--- config.mk ---
export PLATFORM = sky130hd
export DESIGN_NAME = seg7_scan_driver_flat
export DESIGN_NICKNAME = d
export VERILOG_FILES = /design/src/rtl/seg7_scan_driver_if.sv /design/src/rtl/seg7_scan_driver.sv /design/src/flat_wrapper.sv
export SDC_FILE = /design/constraint.sdc
export NUM_CORES = 1
export LEC_CHECK = 0
export ABC_AREA = 1
export CAP_MARGIN = 20
export CORE_MARGIN = 8
export CORE_UTILIZATION = 38
export CTS_CLUSTER_SIZE = 8
export DETAILED_ROUTE_END_ITERATION = 8
export PLACE_DENSITY_LB_ADDON = 0.2
export SLEW_MARGIN = 20
export SYNTH_ARGS = -nofsm -noshare
export SYNTH_HDL_FRONTEND = slang
export SYNTH_SLANG_ARGS = --single-unit
--- constraint.sdc ---
create_clock -name CLK -period 1.8 [get_ports CLK]
set_clock_uncertainty 0.1 [all_clocks]
set_input_delay 0.36 -clock CLK [delete_from_list [all_inputs] [get_ports CLK]]
set_output_delay 0.36 -clock CLK [all_outputs]
set_load 0.02 [all_outputs]
--- src/rtl/seg7_scan_driver_if.sv ---
// Bundle of the scan driver's control, data and display signals.
// master: stimulus/datapath side; slave: the scan driver itself.
interface seg7_scan_driver_if;
  logic        TICK_1MS;
  logic        BLINK;
  logic        BLINK_EN;
  logic        LOAD;
  logic [15:0] DATA;
  logic [3:0]  DP;
  logic [3:0]  AN;
  logic [7:0]  SEG;
  logic [1:0]  DIGIT_IDX;

  modport master (
    output TICK_1MS, BLINK, BLINK_EN, LOAD, DATA, DP,
    input  AN, SEG, DIGIT_IDX
  );

  modport slave (
    input  TICK_1MS, BLINK, BLINK_EN, LOAD, DATA, DP,
    output AN, SEG, DIGIT_IDX
  );
endinterface

--- src/rtl/seg7_scan_driver.sv ---
// 4-digit multiplexed 7-segment scan driver with blink and optional leading-zero blanking.
// Optional feature macro: LEADING_ZERO_BLANK_EN.
module seg7_scan_driver #(
  parameter int SYNC_STAGES = 2,
  parameter bit ACTIVE_LOW  = 1'b1
) (
  input logic              CLK,
  input logic              RST_N,
  seg7_scan_driver_if.slave bus
);

  localparam logic [3:0] AN_OFF  = ACTIVE_LOW ? 4'b1111 : 4'b0000;
  localparam logic [7:0] SEG_OFF = ACTIVE_LOW ? 8'hFF : 8'h00;

  // Hex font, gfedcba with 1 = segment lit.
  function automatic logic [6:0] hex_font(input logic [3:0] v);
    logic [6:0] f;
    case (v)
      4'h0:    f = 7'b0111111;
      4'h1:    f = 7'b0000110;
      4'h2:    f = 7'b1011011;
      4'h3:    f = 7'b1001111;
      4'h4:    f = 7'b1100110;
      4'h5:    f = 7'b1101101;
      4'h6:    f = 7'b1111101;
      4'h7:    f = 7'b0000111;
      4'h8:    f = 7'b1111111;
      4'h9:    f = 7'b1101111;
      4'hA:    f = 7'b1110111;
      4'hB:    f = 7'b1111100;
      4'hC:    f = 7'b0111001;
      4'hD:    f = 7'b1011110;
      4'hE:    f = 7'b1111001;
      4'hF:    f = 7'b1110001;
      default: f = 7'b0000000;
    endcase
    return f;
  endfunction

  logic [SYNC_STAGES-1:0] tick_sync_r;
  logic                   tick_hist_r;
  logic [SYNC_STAGES-1:0] blink_sync_r;
  logic                   tick_p_s;
  logic                   blank_s;
  logic                   lz_dark_s;
  logic [1:0]             idx_r;
  logic [15:0]            disp_r;
  logic [3:0]             dp_r;
  logic [3:0]             an_r;
  logic [7:0]             seg_r;
  logic [3:0]             an_nxt_s;
  logic [7:0]             seg_nxt_s;
  logic [3:0]             nibble_s;

  // Synchronizers for the divider-domain levels plus tick edge history.
  always_ff @(posedge CLK or negedge RST_N) begin
    if (!RST_N) begin
      tick_sync_r  <= '0;
      tick_hist_r  <= 1'b0;
      blink_sync_r <= '0;
    end else begin
      tick_sync_r  <= {tick_sync_r[SYNC_STAGES-2:0], bus.TICK_1MS};
      tick_hist_r  <= tick_sync_r[SYNC_STAGES-1];
      blink_sync_r <= {blink_sync_r[SYNC_STAGES-2:0], bus.BLINK};
    end
  end

  assign tick_p_s = tick_sync_r[SYNC_STAGES-1] & ~tick_hist_r;
  assign blank_s  = bus.BLINK_EN & ~blink_sync_r[SYNC_STAGES-1];

  // Scan index and captured display value.
  always_ff @(posedge CLK or negedge RST_N) begin
    if (!RST_N) begin
      idx_r  <= 2'd0;
      disp_r <= 16'h0000;
      dp_r   <= 4'h0;
    end else begin
      if (tick_p_s) begin
        idx_r <= idx_r + 2'd1;
      end
      if (bus.LOAD) begin
        disp_r <= bus.DATA;
        dp_r   <= bus.DP;
      end
    end
  end

`ifdef LEADING_ZERO_BLANK_EN
  // A digit is dark when it and every digit to its left are zero, unless its dp is lit.
  always_comb begin
    lz_dark_s = 1'b0;
    case (idx_r)
      2'd3:    lz_dark_s = (disp_r[15:12] == 4'h0) & ~dp_r[3];
      2'd2:    lz_dark_s = (disp_r[15:8] == 8'h00) & ~dp_r[2];
      2'd1:    lz_dark_s = (disp_r[15:4] == 12'h000) & ~dp_r[1];
      default: lz_dark_s = 1'b0;
    endcase
  end
`else
  assign lz_dark_s = 1'b0;
`endif

  assign nibble_s = disp_r[{idx_r, 2'b00} +: 4];

  // Next anode/cathode pattern for the selected digit, polarity applied last.
  always_comb begin
    an_nxt_s  = AN_OFF;
    seg_nxt_s = SEG_OFF;
    if (blank_s || lz_dark_s) begin
      an_nxt_s  = AN_OFF;
      seg_nxt_s = SEG_OFF;
    end else begin
      an_nxt_s  = (4'b0001 << idx_r) ^ {4{ACTIVE_LOW}};
      seg_nxt_s = {dp_r[idx_r], hex_font(nibble_s)} ^ {8{ACTIVE_LOW}};
    end
  end

  // Registered display outputs keep AN/SEG glitch-free.
  always_ff @(posedge CLK or negedge RST_N) begin
    if (!RST_N) begin
      an_r  <= AN_OFF;
      seg_r <= SEG_OFF;
    end else begin
      an_r  <= an_nxt_s;
      seg_r <= seg_nxt_s;
    end
  end

  assign bus.AN        = an_r;
  assign bus.SEG       = seg_r;
  assign bus.DIGIT_IDX = idx_r;

endmodule

--- src/flat_wrapper.sv ---
// flat-port wrapper written by rule: the top's interface ports become plain ports
module seg7_scan_driver_flat 
#(
  parameter int SYNC_STAGES = 2,
  parameter bit ACTIVE_LOW  = 1'b1
)
  (CLK, RST_N, bus_TICK_1MS, bus_BLINK, bus_BLINK_EN, bus_LOAD, bus_DATA, bus_DP, bus_AN, bus_SEG, bus_DIGIT_IDX);
  seg7_scan_driver_if bus_i ();
  input logic CLK;
  input logic RST_N;
  input wire logic [$bits(bus_i.TICK_1MS)-1:0] bus_TICK_1MS;
  input wire logic [$bits(bus_i.BLINK)-1:0] bus_BLINK;
  input wire logic [$bits(bus_i.BLINK_EN)-1:0] bus_BLINK_EN;
  input wire logic [$bits(bus_i.LOAD)-1:0] bus_LOAD;
  input wire logic [$bits(bus_i.DATA)-1:0] bus_DATA;
  input wire logic [$bits(bus_i.DP)-1:0] bus_DP;
  output wire logic [$bits(bus_i.AN)-1:0] bus_AN;
  output wire logic [$bits(bus_i.SEG)-1:0] bus_SEG;
  output wire logic [$bits(bus_i.DIGIT_IDX)-1:0] bus_DIGIT_IDX;
  assign bus_i.TICK_1MS = bus_TICK_1MS;
  assign bus_i.BLINK = bus_BLINK;
  assign bus_i.BLINK_EN = bus_BLINK_EN;
  assign bus_i.LOAD = bus_LOAD;
  assign bus_i.DATA = bus_DATA;
  assign bus_i.DP = bus_DP;
  assign bus_AN = bus_i.AN;
  assign bus_SEG = bus_i.SEG;
  assign bus_DIGIT_IDX = bus_i.DIGIT_IDX;
  seg7_scan_driver #(.SYNC_STAGES(SYNC_STAGES), .ACTIVE_LOW(ACTIVE_LOW)) u_core (.CLK(CLK), .RST_N(RST_N), .bus(bus_i));
endmodule
==> results.yml <==
status:
  outcome: "complete, no violations"
place:
  numPlacedInstances: 275
  place_congestion: 0.840
  place_ws_ns: 0.0622
  placed_area_um2: 2320
  dp_hpwl_mm: 2.84
  io_buffers: 39
timing:
  hold_ws_ns: 0.255
  rsz0062_at_grt: "no"
  setup_viol: 0
  finalMaxSlewViolations: 0
  fin_crit_ns: 1.70
  max_slew.worst_pin.slew_ns: 0.416
  finalHoldViolCount: 0
  fin_tns_setup_ns: 0
  max_slew_margin_pct: 72.3
  period_share_pct: 94.4
  fmax_mhz: 589
  fin_ws_ns: 0.102
worst_setup_path:
  required_ns: 1.34
  start_kind: "flip-flop"
  worst-path-buf-inv: 2
  crit_path_cell_trace: "buf_4 > dlygate4sd2_1"
  max_stage_delay_ns: 0.45
  worstSetupPathType: "flip-flop to output port"
  slowest_stage: "dfrtp_2"
  cpLargestDelayFamily: "buffers and inverters"
  rrSetupSlack_ns: 0.16
  crit_fanout: 8
  end_kind: "output port"
  arrival_ns: 1.24
global_route:
  grt_usage_pct: 10.9
  overflow: 0
  grt_max_degree: 27
  grt_pass1_wl_mm: 6.47
  antenna_found_initial: 0
  grt_pass1_vias: 1405
synthesis:
  async_reset_ff_share_pct: 100
  yosysWarnings: 0
  syn_area_um2: 1830
  syn_inst: 181
  synthMostInstantiatedCell: "nand2_1"
  synthesis.nets: 217
  synth.avg_cell_area_um2: 10.1
  synth_ff_type: "dfrtp_1"
  synth_area_leader_cell: "dfrtp_1"
  synth-seq-area-share_pct: 54.2
  synth_common_cells: "49 x nand2_1, 27 x dfrtp_1, 23 x nand3_1"
  synth.top_cell.area_share_pct: 37.0
  synth.area.top_cells: "dfrtp_1 37%, dfstp_2 17%, nand2_1 10%"
  synth-edff-count: 0
  synth-seq-cells: 39
  synth_cell_types: 22
routing:
  drc_errors: 0
  drt_iter0_markers: 80
  detail_route.vias_per_cell: 4.76
  ant_nets: 0
  vias: 1356
  wl_per_cell_um: 12.6
  dr.pass1.iters: 4
  totalWireLength_mm: 3.58
die:
  core_um2: 4690
  initial_core_util_pct: 39.0
  io_pins: 40
  fp.dieH_um: 85.4
  rows: 25
  die_area_um2: 7290
  chipWidth_um: 85.4
finish:
  drive_gt1_share_pct: 21.6
  syn2layout_area_growth_pct: 33.0
  fillers: 455
  fin_nets: 266
  diodes: 0
  final_cells: 285
  final_area_um2: 2430
  utilization_pct: 51.8
run:
  maxCapViolCount: 0
power_and_ir_drop:
  power_mw: 3.74
  p_leak_nw: 1.14
  peakVddDrop_mv: 0.577
  p_per_area_nw_per_um2: 1540
clock_network:
  clk_latency_ns: 0.28
  htree_levels: 2
  path_clk_slew_ns: 0.08
  numCtsBuffers: 5
  cts_tree: "yes"
  clock-sinks: 39
  cts_root_buffer: "clkbuf_8"
  cts_buffer_depth: 2
min_path:
  hold_class: "flip-flop to flip-flop"
## area by class of cell
class	instances	area, um2	area share [%]
repair buffers	47	455	18.7
clock inverters	1	30.0	1.24
inverters	16	60.1	2.47
multi-input cells	121	749	30.8
clock buffers	7	76.3	3.14
flip-flops and latches	39	992	40.8
well taps	54	67.6	2.78
## repair_timing
item | CTS | global route
hold buffers | 1 | 0
pin swaps | 0 | 1
setup endpoints to repair | 14 | 6
resized for setup | 14 | 3
buffers inserted | 0 | 1
endpoints found under the hold margin | 6 | 0
## cells in the final DEF (no fill, tap or decap), drive strengths merged, types with 3 or more instances in the layout
cell / netlist / final
a21oi: 3 / 3
ha: 10 / 10
buf: 4 / 8
nand3: 25 / 25
dlygate4sd2: 0 / 14
dfstp: 12 / 12
mux2: 14 / 14
clkdlybuf4s50: 0 / 24
o21ai: 8 / 8
clkbuf: 1 / 7
nand2: 51 / 51
inv: 15 / 15
dfrtp: 27 / 27
nor2: 7 / 7
## worst paths after layout
check / from / endpoint / depth (start not counted)
min in group asynchronous: RST_N / u_core.tick_hist_r / 2
max reg2reg: u_core.bus.DIGIT_IDX[0] / u_core.bus.SEG[0] / 10
min reg2reg: u_core.blink_sync_r[0] / u_core.blink_sync_r[1] / 0
max in group asynchronous: RST_N / u_core.bus.DIGIT_IDX[0] / 3
max: u_core.bus.DIGIT_IDX[0] / bus_DIGIT_IDX[0] / 2
min: u_core.blink_sync_r[0] / u_core.blink_sync_r[1] / 0
## registers in the layout (all words and copies together), names as in the netlist
register / flops
u_core.blink_sync_r: 2
u_core.bus.SEG: 8
u_core.bus.AN: 4
u_core.bus.DIGIT_IDX: 2
u_core.disp_r: 16
u_core.tick_hist_r: 1
u_core.tick_sync_r: 2
u_core.dp_r: 4
## kinds of logic after synthesis
logic type	count (synthesis)	share of synthesized area, %
AND/OR/NAND/NOR	85	21.8
XOR/XNOR	1	0.479
adder cells (fa/ha/maj)	10	6.84
buffers and inverters	21	5.06
AO/OA/AOI/OAI	11	3.01
multiplexers	14	8.62
flip-flops	39	54.2
## layer usage
| metal | part of all wire [%] | global-route usage [%] | up-vias | routed length, um |
|---|---|---|---|---|
| li1 | - | - | 676 | - |
| met1 | 47 | 13.6 | 638 | 1680 |
| met2 | 45 | 16.5 | 37 | 1610 |
| met3 | 7.0 | 4.44 | 5 | 252 |
| met4 | 1.1 | 3.98 | 0 | 38 |
| met5 | 0 | 0 | - | 0 |
## worst reg2reg max path, cell delays in order (launching register included)
cell and delay [ns]:
dfrtp_2 0.45, inv_2 0.11, nand2_1 0.06, nand3_1 0.08
nand2_2 0.07, buf_4 0.14, ha_1 0.23, inv_1 0.08
nand2_1 0.07, nand3_1 0.07, nand3_1 0.07
## power breakdown
part / internal (mW) / switching, mW / leakage, nW / total (mW)
Clock: 0.414 / 0.277 / 0.0524 / 0.692
Sequential: 1.17 / 0.0878 / 0.443 / 1.25
Combinational: 0.697 / 1.10 / 0.640 / 1.80
Total: 2.28 / 1.46 / 1.14 / 3.74
No activity file was read; power rests on OpenSTA's default activity.
